$ cat config.mk
export PLATFORM = sky130hd
export DESIGN_NAME = adder_16bit
export DESIGN_NICKNAME = d
export VERILOG_FILES = /design/src/rtl/alu_pkg.sv /design/src/rtl/adder_16bit_cla_group.sv /design/src/rtl/adder_16bit.sv
export SDC_FILE = /design/constraint.sdc
export NUM_CORES = 1
export LEC_CHECK = 0
export BUFFER_PORTS_ARGS = -buffer_cell sky130_fd_sc_hd__buf_2
export CORE_MARGIN = 2
export CORE_UTILIZATION = 30
export DETAILED_ROUTE_END_ITERATION = 8
export PLACE_DENSITY_LB_ADDON = 0.3
export SLEW_MARGIN = 20
export SYNTH_ARGS = -nofsm -noshare
export SYNTH_HDL_FRONTEND = slang
export SYNTH_SLANG_ARGS = --single-unit
$ cat constraint.sdc
create_clock -name clk -period 2.55 [get_ports clk]
set_input_delay 0.51 -clock clk [delete_from_list [all_inputs] [get_ports clk]]
set_output_delay 0.51 -clock clk [all_outputs]
set_load 0.02 [all_outputs]
$ cat src/rtl/alu_pkg.sv
// Shared ALU datapath types: adder geometry, the machine word and the
// arithmetic status flags consumed by the flag register.
package alu_pkg;
  localparam int ADDER_WIDTH = 16;
  localparam int ADDER_GROUP = 4;

  typedef logic [ADDER_WIDTH-1:0] word_t;

  typedef struct packed {
    logic c;
    logic v;
    logic z;
  } flags_t;
endpackage

$ cat src/rtl/adder_16bit_cla_group.sv
// One carry-lookahead group: local sums from the group carry-in, plus the
// group generate/propagate terms used by the second-level lookahead.
module cla_group #(
  parameter int GROUP = 4
) (
  input  logic [GROUP-1:0] a,
  input  logic [GROUP-1:0] b,
  input  logic             cin,
  output logic [GROUP-1:0] sum,
  output logic             gg,
  output logic             gp
);
  logic [GROUP-1:0] w_g;
  logic [GROUP-1:0] w_p;
  logic [GROUP-1:0] w_c;

  assign w_g = a & b;
  assign w_p = a ^ b;

  always_comb begin
    w_c    = '0;
    w_c[0] = cin;
    for (int i = 0; i < GROUP - 1; i++) begin
      w_c[i+1] = w_g[i] | (w_p[i] & w_c[i]);
    end
  end

  // Group generate is independent of cin so the upper level can look ahead.
  always_comb begin
    gg = 1'b0;
    for (int i = 0; i < GROUP; i++) begin
      gg = w_g[i] | (w_p[i] & gg);
    end
  end

  assign gp  = &w_p;
  assign sum = w_p ^ w_c;
endmodule

$ cat src/rtl/adder_16bit.sv
// Registered two-level carry-lookahead adder with carry, signed-overflow and
// zero status; results appear one clock after a valid operand pair.
module adder_16bit
  import alu_pkg::*;
#(
  parameter int WIDTH = ADDER_WIDTH,
  parameter int GROUP = ADDER_GROUP
) (
  input  logic             clk,
  input  logic             rst_n,
  input  logic             in_valid,
  input  logic [WIDTH-1:0] A,
  input  logic [WIDTH-1:0] B,
  input  logic             C_in,
  output logic             out_valid,
  output logic [WIDTH-1:0] S,
  output logic             C_out,
  output logic             V,
  output logic             Z
);
  localparam int NG = WIDTH / GROUP;

  logic [NG-1:0]    w_gg;
  logic [NG-1:0]    w_gp;
  logic [NG:0]      w_gc;
  logic [WIDTH-1:0] w_sum;
  flags_t           w_flags;

  logic             r_vld;
  logic [WIDTH-1:0] r_sum;
  flags_t           r_flags;

  for (genvar j = 0; j < NG; j++) begin : g_grp
    cla_group #(.GROUP(GROUP)) u_grp (
      .a   (A[j*GROUP +: GROUP]),
      .b   (B[j*GROUP +: GROUP]),
      .cin (w_gc[j]),
      .sum (w_sum[j*GROUP +: GROUP]),
      .gg  (w_gg[j]),
      .gp  (w_gp[j])
    );
  end

  // Second-level lookahead: group carry-ins from C_in and group G/P.
  always_comb begin
    w_gc    = '0;
    w_gc[0] = C_in;
    for (int j = 0; j < NG; j++) begin
      w_gc[j+1] = w_gg[j] | (w_gp[j] & w_gc[j]);
    end
  end

  assign w_flags.c = w_gc[NG];
  assign w_flags.v = (A[WIDTH-1] == B[WIDTH-1]) && (w_sum[WIDTH-1] != A[WIDTH-1]);
  assign w_flags.z = (w_sum == '0);

  // Result registers hold across idle cycles; only the valid bit tracks in_valid.
  always_ff @(posedge clk or negedge rst_n) begin
    if (!rst_n) begin
      r_vld   <= 1'b0;
      r_sum   <= '0;
      r_flags <= '0;
    end else begin
      r_vld <= in_valid;
      if (in_valid) begin
        r_sum   <= w_sum;
        r_flags <= w_flags;
      end
    end
  end

  assign out_valid = r_vld;
  assign S         = r_sum;
  assign C_out     = r_flags.c;
  assign V         = r_flags.v;
  assign Z         = r_flags.z;
endmodule

==> impl_metrics.prom, run 1 <==
# TYPE chip_impl_metric gauge
chip_impl_info{name="outcome",value="finished, violations left"} 1
chip_impl_info{name="failed_checks",value="setup timing"} 1
chip_impl_metric{name="design.die.area",unit="mm²"} 0.00536
chip_impl_metric{name="tritoncts_num_sinks",unit=""} 20
chip_impl_metric{name="synth.avg_cell_area",unit="µm²"} 11.3
chip_impl_info{name="crit_path_start",value="A[3]"} 1
chip_impl_metric{name="crit_fanout",unit=""} 2
chip_impl_metric{name="final-hold-violation-count",unit=""} 0
chip_impl_metric{name="ff2ff_path_depth",unit=""} 3
chip_impl_metric{name="cts_max_path_buffers",unit=""} 2
chip_impl_metric{name="layout.nets",unit=""} 272
chip_impl_metric{name="wl_per_cell",unit="µm"} 12.8
chip_impl_metric{name="drt_pre_antenna_iters",unit=""} 4
chip_impl_metric{name="place.port_buffers",unit=""} 55
chip_impl_metric{name="yosysWarnings",unit=""} 0
chip_impl_metric{name="hold_buffers",unit=""} 0
chip_impl_metric{name="chipHeight",unit="µm"} 73.2
chip_impl_metric{name="clock.fmax",unit="GHz"} 0.340
chip_impl_metric{name="vias_in_the_first_global_route",unit=""} 1252
chip_impl_metric{name="globalRouteTotalUtil",unit="%"} 13.6
chip_impl_metric{name="routed_wl",unit="µm"} 3340
chip_impl_metric{name="routed_via_count",unit=""} 1217
chip_impl_metric{name="clk_pin_slew_worst_paths",unit="ns"} 0.07
chip_impl_metric{name="placeableCoreArea",unit="mm²"} 0.00466
chip_impl_metric{name="worst_ep_required_time",unit="ns"} 2.72
chip_impl_metric{name="cap_violations",unit=""} 0
chip_impl_metric{name="grt-ovfl-total",unit=""} 0
chip_impl_metric{name="dp.final_hpwl",unit="µm"} 2760
chip_impl_metric{name="grt_max_degree",unit=""} 28
chip_impl_metric{name="drt_first_iter_violations",unit=""} 37
chip_impl_info{name="worst_hold_path_type",value="in -> async"} 1
chip_impl_metric{name="timing.final.ws_setup",unit="ns"} -0.392
chip_impl_metric{name="maxSlewViolCount",unit=""} 0
chip_impl_metric{name="detail_route.vias_per_cell",unit=""} 4.66
chip_impl_info{name="worstReg2RegStart",value="C_out$_DFFE_PN0P_"} 1
chip_impl_metric{name="multi_input_comb_area",unit="mm²"} 0.00102
chip_impl_metric{name="timing.final.crit_period",unit="ns"} 2.94
chip_impl_metric{name="floorplan.rows",unit=""} 25
chip_impl_metric{name="total_clock_buffers_created_by_cts",unit=""} 3
chip_impl_metric{name="postSynthCellCount",unit=""} 127
chip_impl_metric{name="worstMarginPinSlew",unit="ns"} 0.566
chip_impl_metric{name="fin_util",unit="%"} 46.3
chip_impl_metric{name="r2r_slack",unit="ns"} 1.50
chip_impl_metric{name="drt_drc_violations_left",unit=""} 0
chip_impl_info{name="crit_path_start_kind",value="input port"} 1
chip_impl_metric{name="grt_first_pass_wirelength",unit="µm"} 5650
chip_impl_metric{name="clock_insertion_delay_worst_skew",unit="ns"} 0.25
chip_impl_metric{name="final_layout_size_suffix_gt1_share",unit="%"} 57.5
chip_impl_metric{name="syn2layout_area_growth",unit="%"} 50.3
chip_impl_metric{name="setup-violations-final",unit=""} 8
chip_impl_metric{name="boundaryPins",unit=""} 56
chip_impl_metric{name="timing.clock.skew",unit="ns"} 0
chip_impl_info{name="tritoncts",value="built"} 1
chip_impl_info{name="worst_r2r_endpoint",value="C_out$_DFFE_PN0P_"} 1
chip_impl_metric{name="ys_seq_area_share",unit="%"} 34.8
chip_impl_metric{name="initial_antenna_violation_count",unit=""} 0
chip_impl_metric{name="layout.area.seq",unit="µm²"} 500
chip_impl_metric{name="htree_num_levels",unit=""} 1
chip_impl_metric{name="synth_cell_types",unit=""} 29
chip_impl_metric{name="net_count_after_synthesis",unit=""} 191
chip_impl_metric{name="finalCritPeriodShare",unit="%"} 115
chip_impl_metric{name="worstPathArrival",unit="ns"} 3.11
chip_impl_metric{name="slew_headroom",unit="%"} 62.2
chip_impl_metric{name="synth.ff_latch_count",unit=""} 20
chip_impl_metric{name="worst_hold_slack",unit="ns"} 0.203
chip_impl_metric{name="total_leakage_power",unit="nW"} 1.05
chip_impl_metric{name="die_w",unit="µm"} 73.2
chip_impl_info{name="rsz0062_at_grt",value="yes"} 1
chip_impl_metric{name="num-fill-cells",unit=""} 445
chip_impl_metric{name="antenna-diode-count",unit=""} 0
chip_impl_info{name="setup.worst_path.end_class",value="flip-flop"} 1
chip_impl_info{name="cts_root_buffer",value="clkbuf_8"} 1
chip_impl_metric{name="antenna_violating_nets_post_route",unit=""} 0
chip_impl_metric{name="totalPowerFinal",unit="mW"} 1.19
chip_impl_metric{name="syn_area",unit="mm²"} 0.00144
chip_impl_metric{name="power.density",unit="mW/mm²"} 551
chip_impl_metric{name="place.gp.congestion",unit=""} 0.775
chip_impl_metric{name="initial_utilization",unit="%"} 30.8
chip_impl_info{name="critical_path_class",value="in -> reg"} 1
chip_impl_metric{name="vdd_drop_max",unit="V"} 0.000230
[cell families after synthesis]
logic type / Yosys count / share of synthesized area, %
XOR/XNOR: 5 / 3.05
AND/OR/NAND/NOR: 24 / 8.02
adder cells (fa/ha/maj): 28 / 30.7
buffers and inverters: 15 / 4.36
flip-flops: 20 / 34.8
multiplexers: 13 / 10.0
AO/OA/AOI/OAI: 22 / 9.06
[area by class of cell]
class                           count  area share [%]
Timing Repair Buffer               79            21.7
Clock buffer                        4            2.55
Tap cell                           54            3.13
Inverter                           12            2.09
Sequential cell                    20            23.2
Multi-Input combinational cell     92            47.3
[per-stage QoR]
| step | TNS [ns] | setup WS (ns) | area [µm²] | instances |
|---|---|---|---|---|
| after floorplan | -2.17 | -0.463 | 1490 | 127 |
| after global placement | -4.92 | -0.737 | 1980 | 255 |
| after detailed placement | -5.25 | -0.764 | 1980 | 255 |
| after CTS | -1.75 | -0.388 | 2100 | 261 |
| after global routing | -2.38 | -0.511 | 2160 | 261 |
| final | -1.68 | -0.392 | 2160 | 261 |
[layer usage]
layer	up-vias	wire [µm]	global-route usage [%]
li1	603	-	-
met1	577	1510	18.4
met2	35	1610	22.9
met3	2	187	1.66
met4	0	27	3.70
met5	-	0	0
[worst max-delay path by stage]
stage	cells past startpoint	slack (ns)	to
2_1_floorplan	11	-0.46	Z$_DFFE_PN0P_
3_3_place_gp	12	-0.74	Z$_DFFE_PN0P_
3_5_place_dp	12	-0.76	Z$_DFFE_PN0P_
4_1_cts	12	-0.39	Z$_DFFE_PN0P_
5_1_grt	13	-0.51	Z$_DFFE_PN0P_
6_report	12	-0.39	Z$_DFFE_PN0P_
[cell usage after synthesis]
cell	number	area share, %
nor4b_1	1	0.61
nand4_1	3	1.3
o2111ai_1	1	0.61
nand2_1	6	1.6
a22oi_1	1	0.52
inv_1	12	3.1
o22ai_1	1	0.44
a31oi_1	1	0.44
nor2_1	9	2.4
fa_1	12	17
buf_4	1	0.52
buf_2	2	0.70
ha_1	16	14
or3_1	1	0.44
mux2_2	11	8.6
o21bai_1	1	0.52
dfrtp_1	20	35
nor4_1	1	0.44
o211ai_1	1	0.52
a21oi_1	10	3.5
mux2i_1	2	1.4
and2_1	1	0.44
o21ai_1	1	0.35
nand2b_1	1	0.44
xnor2_1	5	3.0
or2_2	1	0.44
o21ai_0	3	1.0
a211oi_1	1	0.52
o21ai_2	1	0.61
[critical path, cell delays in order]
cell and delay, ns:
buf_6 0.10, ha_4 0.23, a211oi_2 0.24, o21ai_2 0.11, a31oi_4 0.17, o21bai_1 0.11, fa_2 0.35, fa_2 0.34
fa_2 0.47, nor4b_4 0.23, nand4_1 0.11, o22ai_1 0.14
[cell usage in the layout (no fill, tap or decap), drive strengths merged]
master | netlist | layout
mux2i | 2 | 2
dfrtp | 20 | 20
o21bai | 1 | 1
mux2 | 11 | 11
or3 | 1 | 1
nor4 | 1 | 1
a31oi | 1 | 1
o21ai | 5 | 5
o2111ai | 1 | 1
and2 | 1 | 1
inv | 12 | 12
buf | 3 | 79
a211oi | 1 | 1
or2 | 1 | 1
xnor2 | 5 | 5
o22ai | 1 | 1
a22oi | 1 | 1
nand2 | 6 | 6
clkbuf | 0 | 4
nand2b | 1 | 1
fa | 12 | 12
nor4b | 1 | 1
o211ai | 1 | 1
nand4 | 3 | 3
a21oi | 10 | 10
nor2 | 9 | 9
ha | 16 | 16
[where the power goes]
group          switching (mW)  internal, mW  leakage (nW)
Combinational           0.281         0.258         0.782
Clock                   0.100         0.137        0.0288
Sequential             0.0312         0.383         0.235
Total                   0.413         0.778          1.05
[state kept, by name, indices dropped and copies added (netlist names)]
signal,count
S,16
C_out,1
V,1
Z,1
out_valid,1
[what timing repair did]
item                                    in CTS  in global routing
endpoints found under the setup margin      10                  9
gates resized for setup                     11                  9
setup buffers                                2                  0
pin swaps                                    5                  2
(Power assumes the default switching activity.)
==> run 2, diff against run 1 <==
Settings changed: GPL_TIMING_DRIVEN set to 0.
Clock period 2.55 ns to 2.5 ns, I/O delays scaled along.
==> run 2 against run 1 <==
Net effect:
- the run still ends with setup timing left
- critical endpoint unchanged
- largest power group unchanged
- non-clock buffer count fell by 17
- combinational power decreased by 3%
- cell count is 6.9% lower
- via count is 6.1% lower
- cell area down 6.4%
==> impl_metrics.prom, run 2 (synthesis gave the netlist of run 1 again) <==
# TYPE chip_impl_metric gauge
chip_impl_metric{name="crit_fanout",unit=""} 3
chip_impl_info{name="setup.worst_path.end_class",value="flip-flop"} 1
chip_impl_metric{name="timing.final.crit_period",unit="ns"} 2.92
chip_impl_info{name="crit_path_cell_trace",value="buf_6, ha_4, a211oi_2, o21ai_2, a31oi_4, o21bai_1, fa_2, fa_2, fa_2, nor4b_2, nand4_1, o22ai_1"} 1
chip_impl_metric{name="chipHeight",unit="µm"} 73.2
chip_impl_metric{name="worst_ep_required_time",unit="ns"} 2.68
chip_impl_metric{name="grt-ovfl-total",unit=""} 0
chip_impl_metric{name="vdd_drop_max",unit="V"} 0.000206
chip_impl_metric{name="worstPathArrival",unit="ns"} 3.11
chip_impl_metric{name="routed_via_count",unit=""} 1143
chip_impl_metric{name="final-hold-violation-count",unit=""} 0
chip_impl_metric{name="syn2layout_area_growth",unit="%"} 40.6
chip_impl_metric{name="num-fill-cells",unit=""} 471
chip_impl_metric{name="place.port_buffers",unit=""} 55
chip_impl_metric{name="routed_wl",unit="µm"} 3310
chip_impl_metric{name="antenna_violating_nets_post_route",unit=""} 0
chip_impl_metric{name="globalRouteTotalUtil",unit="%"} 13.7
chip_impl_metric{name="power.density",unit="mW/mm²"} 573
chip_impl_metric{name="tritoncts_num_sinks",unit=""} 20
chip_impl_metric{name="initial_antenna_violation_count",unit=""} 0
chip_impl_metric{name="grt_max_degree",unit=""} 21
chip_impl_metric{name="worst_hold_slack",unit="ns"} 0.185
chip_impl_metric{name="maxSlewViolCount",unit=""} 0
chip_impl_metric{name="wl_per_cell",unit="µm"} 13.6
chip_impl_info{name="timing.critical_path.mode_cell",value="fa_2"} 1
chip_impl_metric{name="boundaryPins",unit=""} 56
chip_impl_info{name="failed_checks",value="setup timing"} 1
chip_impl_metric{name="critical_path.n_buffers_inverters",unit=""} 1
chip_impl_info{name="layout_commonest_cell",value="buf_2"} 1
chip_impl_info{name="crit_path_start_kind",value="input port"} 1
chip_impl_metric{name="total_leakage_power",unit="nW"} 0.950
chip_impl_metric{name="grt_first_pass_wirelength",unit="µm"} 5550
chip_impl_metric{name="detail_route.vias_per_cell",unit=""} 4.70
chip_impl_metric{name="initial_utilization",unit="%"} 30.8
chip_impl_metric{name="die_w",unit="µm"} 73.2
chip_impl_metric{name="numPlacedInstances",unit=""} 236
chip_impl_metric{name="layout.nets",unit=""} 255
chip_impl_metric{name="floorplan.rows",unit=""} 25
chip_impl_metric{name="slew_headroom",unit="%"} 69.1
chip_impl_info{name="cts_root_buffer",value="clkbuf_8"} 1
chip_impl_metric{name="total_clock_buffers_created_by_cts",unit=""} 3
chip_impl_metric{name="htree_num_levels",unit=""} 1
chip_impl_metric{name="drt_first_iter_violations",unit=""} 16
chip_impl_metric{name="ff2ff_path_depth",unit=""} 3
chip_impl_metric{name="timing.final.ws_setup",unit="ns"} -0.424
chip_impl_info{name="critical_path_class",value="in -> reg"} 1
chip_impl_metric{name="largest_reg_flops",unit=""} 16
chip_impl_info{name="tritoncts",value="built"} 1
chip_impl_info{name="rsz0062_at_grt",value="yes"} 1
chip_impl_metric{name="cts_max_path_buffers",unit=""} 2
chip_impl_metric{name="critical-path-max-stage-delay",unit="ns"} 0.44
chip_impl_info{name="critical_path.slowest_cell",value="fa_2"} 1
chip_impl_info{name="worstReg2RegStart",value="C_out$_DFFE_PN0P_"} 1
chip_impl_metric{name="setup_total_negative_slack",unit="ns"} -2.26
chip_impl_metric{name="setup-violations-final",unit=""} 9
chip_impl_metric{name="drt_pre_antenna_iters",unit=""} 4
chip_impl_info{name="crit_path_start",value="A[3]"} 1
chip_impl_metric{name="drt_drc_violations_left",unit=""} 0
chip_impl_metric{name="clock.fmax",unit="GHz"} 0.342
chip_impl_metric{name="cap_violations",unit=""} 0
chip_impl_metric{name="timing.clock.skew",unit="ns"} 0
chip_impl_metric{name="final_layout_size_suffix_gt1_share",unit="%"} 53.4
chip_impl_info{name="worst_r2r_endpoint",value="C_out$_DFFE_PN0P_"} 1
chip_impl_metric{name="multi_input_comb_area",unit="mm²"} 0.00103
chip_impl_metric{name="clk_pin_slew_worst_paths",unit="ns"} 0.07
chip_impl_info{name="outcome",value="finished, violations left"} 1
chip_impl_metric{name="placeableCoreArea",unit="mm²"} 0.00466
chip_impl_metric{name="worstMarginPinSlew",unit="ns"} 0.463
chip_impl_metric{name="r2r_slack",unit="ns"} 1.44
chip_impl_info{name="final_cell_mix",value="55 x buf_2, 20 x dfrtp_1, 13 x ha_1, 12 x inv_1"} 1
chip_impl_metric{name="place.gp.congestion",unit=""} 0.769
chip_impl_metric{name="antenna-diode-count",unit=""} 0
chip_impl_metric{name="finalNonFillerCells",unit=""} 243
chip_impl_metric{name="finalCritPeriodShare",unit="%"} 117
chip_impl_metric{name="vias_in_the_first_global_route",unit=""} 1198
chip_impl_info{name="worst_hold_path_type",value="in -> async"} 1
chip_impl_metric{name="layout.area.seq",unit="µm²"} 500
chip_impl_metric{name="dp.final_hpwl",unit="µm"} 2630
chip_impl_info{name="critical-path-top-delay-family",value="adder cells"} 1
chip_impl_metric{name="clock_insertion_delay_worst_skew",unit="ns"} 0.26
chip_impl_metric{name="design.die.area",unit="mm²"} 0.00536
## run 2: changes by cell type in the layout (fill, tap and decap cells not counted), sizes merged
cell / delta
buf: -17
clkbuf: -1
## run 2: power by group
group / leakage (nW) / internal (mW) / switching [mW] / total (mW)
Combinational: 0.693 / 0.241 / 0.283 / 0.524
Clock: 0.0216 / 0.107 / 0.105 / 0.212
Sequential: 0.235 / 0.391 / 0.0317 / 0.422
## run 2: timing repair
item	CTS	global route
buffers inserted	3	1
resized for setup	15	4
endpoints found under the hold margin	0	0
hold buffers	0	0
setup endpoints to repair	10	10
pin swaps	4	3
## run 2: layout make-up
type	instances	area share [%]
Tap cell	54	3.35
Multi-Input combinational cell	92	50.8
Timing Repair Buffer	59	15.9
Inverter	12	2.23
Buffer	3	0.867
Sequential cell	20	24.8
Clock buffer	3	2.04
## run 2: worst max-delay path by stage
stage / end / cells past startpoint
4_1_cts: Z$_DFFE_PN0P_ / 12
3_3_place_gp: Z$_DFFE_PN0P_ / 12
6_report: Z$_DFFE_PN0P_ / 12
5_1_grt: Z$_DFFE_PN0P_ / 12
2_1_floorplan: Z$_DFFE_PN0P_ / 11
3_5_place_dp: Z$_DFFE_PN0P_ / 12
## run 2: through the flow
step | total power [mW] | worst slack (ns) | utilization (%) | instance area (µm²)
floorplan | 0.724 | -0.503 | - | 1500
global placement | 0.899 | -0.919 | 39.4 | 1840
detailed placement | 0.902 | -0.935 | 39.4 | 1840
CTS | 1.16 | -0.383 | 42.6 | 1990
global route | 1.24 | -0.536 | 43.3 | 2020
finish | 1.16 | -0.424 | 43.3 | 2020
## run 2: layer usage
| layer | vias to the layer above | global-route usage [%] | wire (µm) |
|---|---|---|---|
| li1 | 564 | - | - |
| met1 | 537 | 17.2 | 1450 |
| met2 | 37 | 23.0 | 1600 |
| met3 | 5 | 1.93 | 193 |
| met4 | 0 | 6.79 | 69 |
| met5 | - | 0 | 0 |
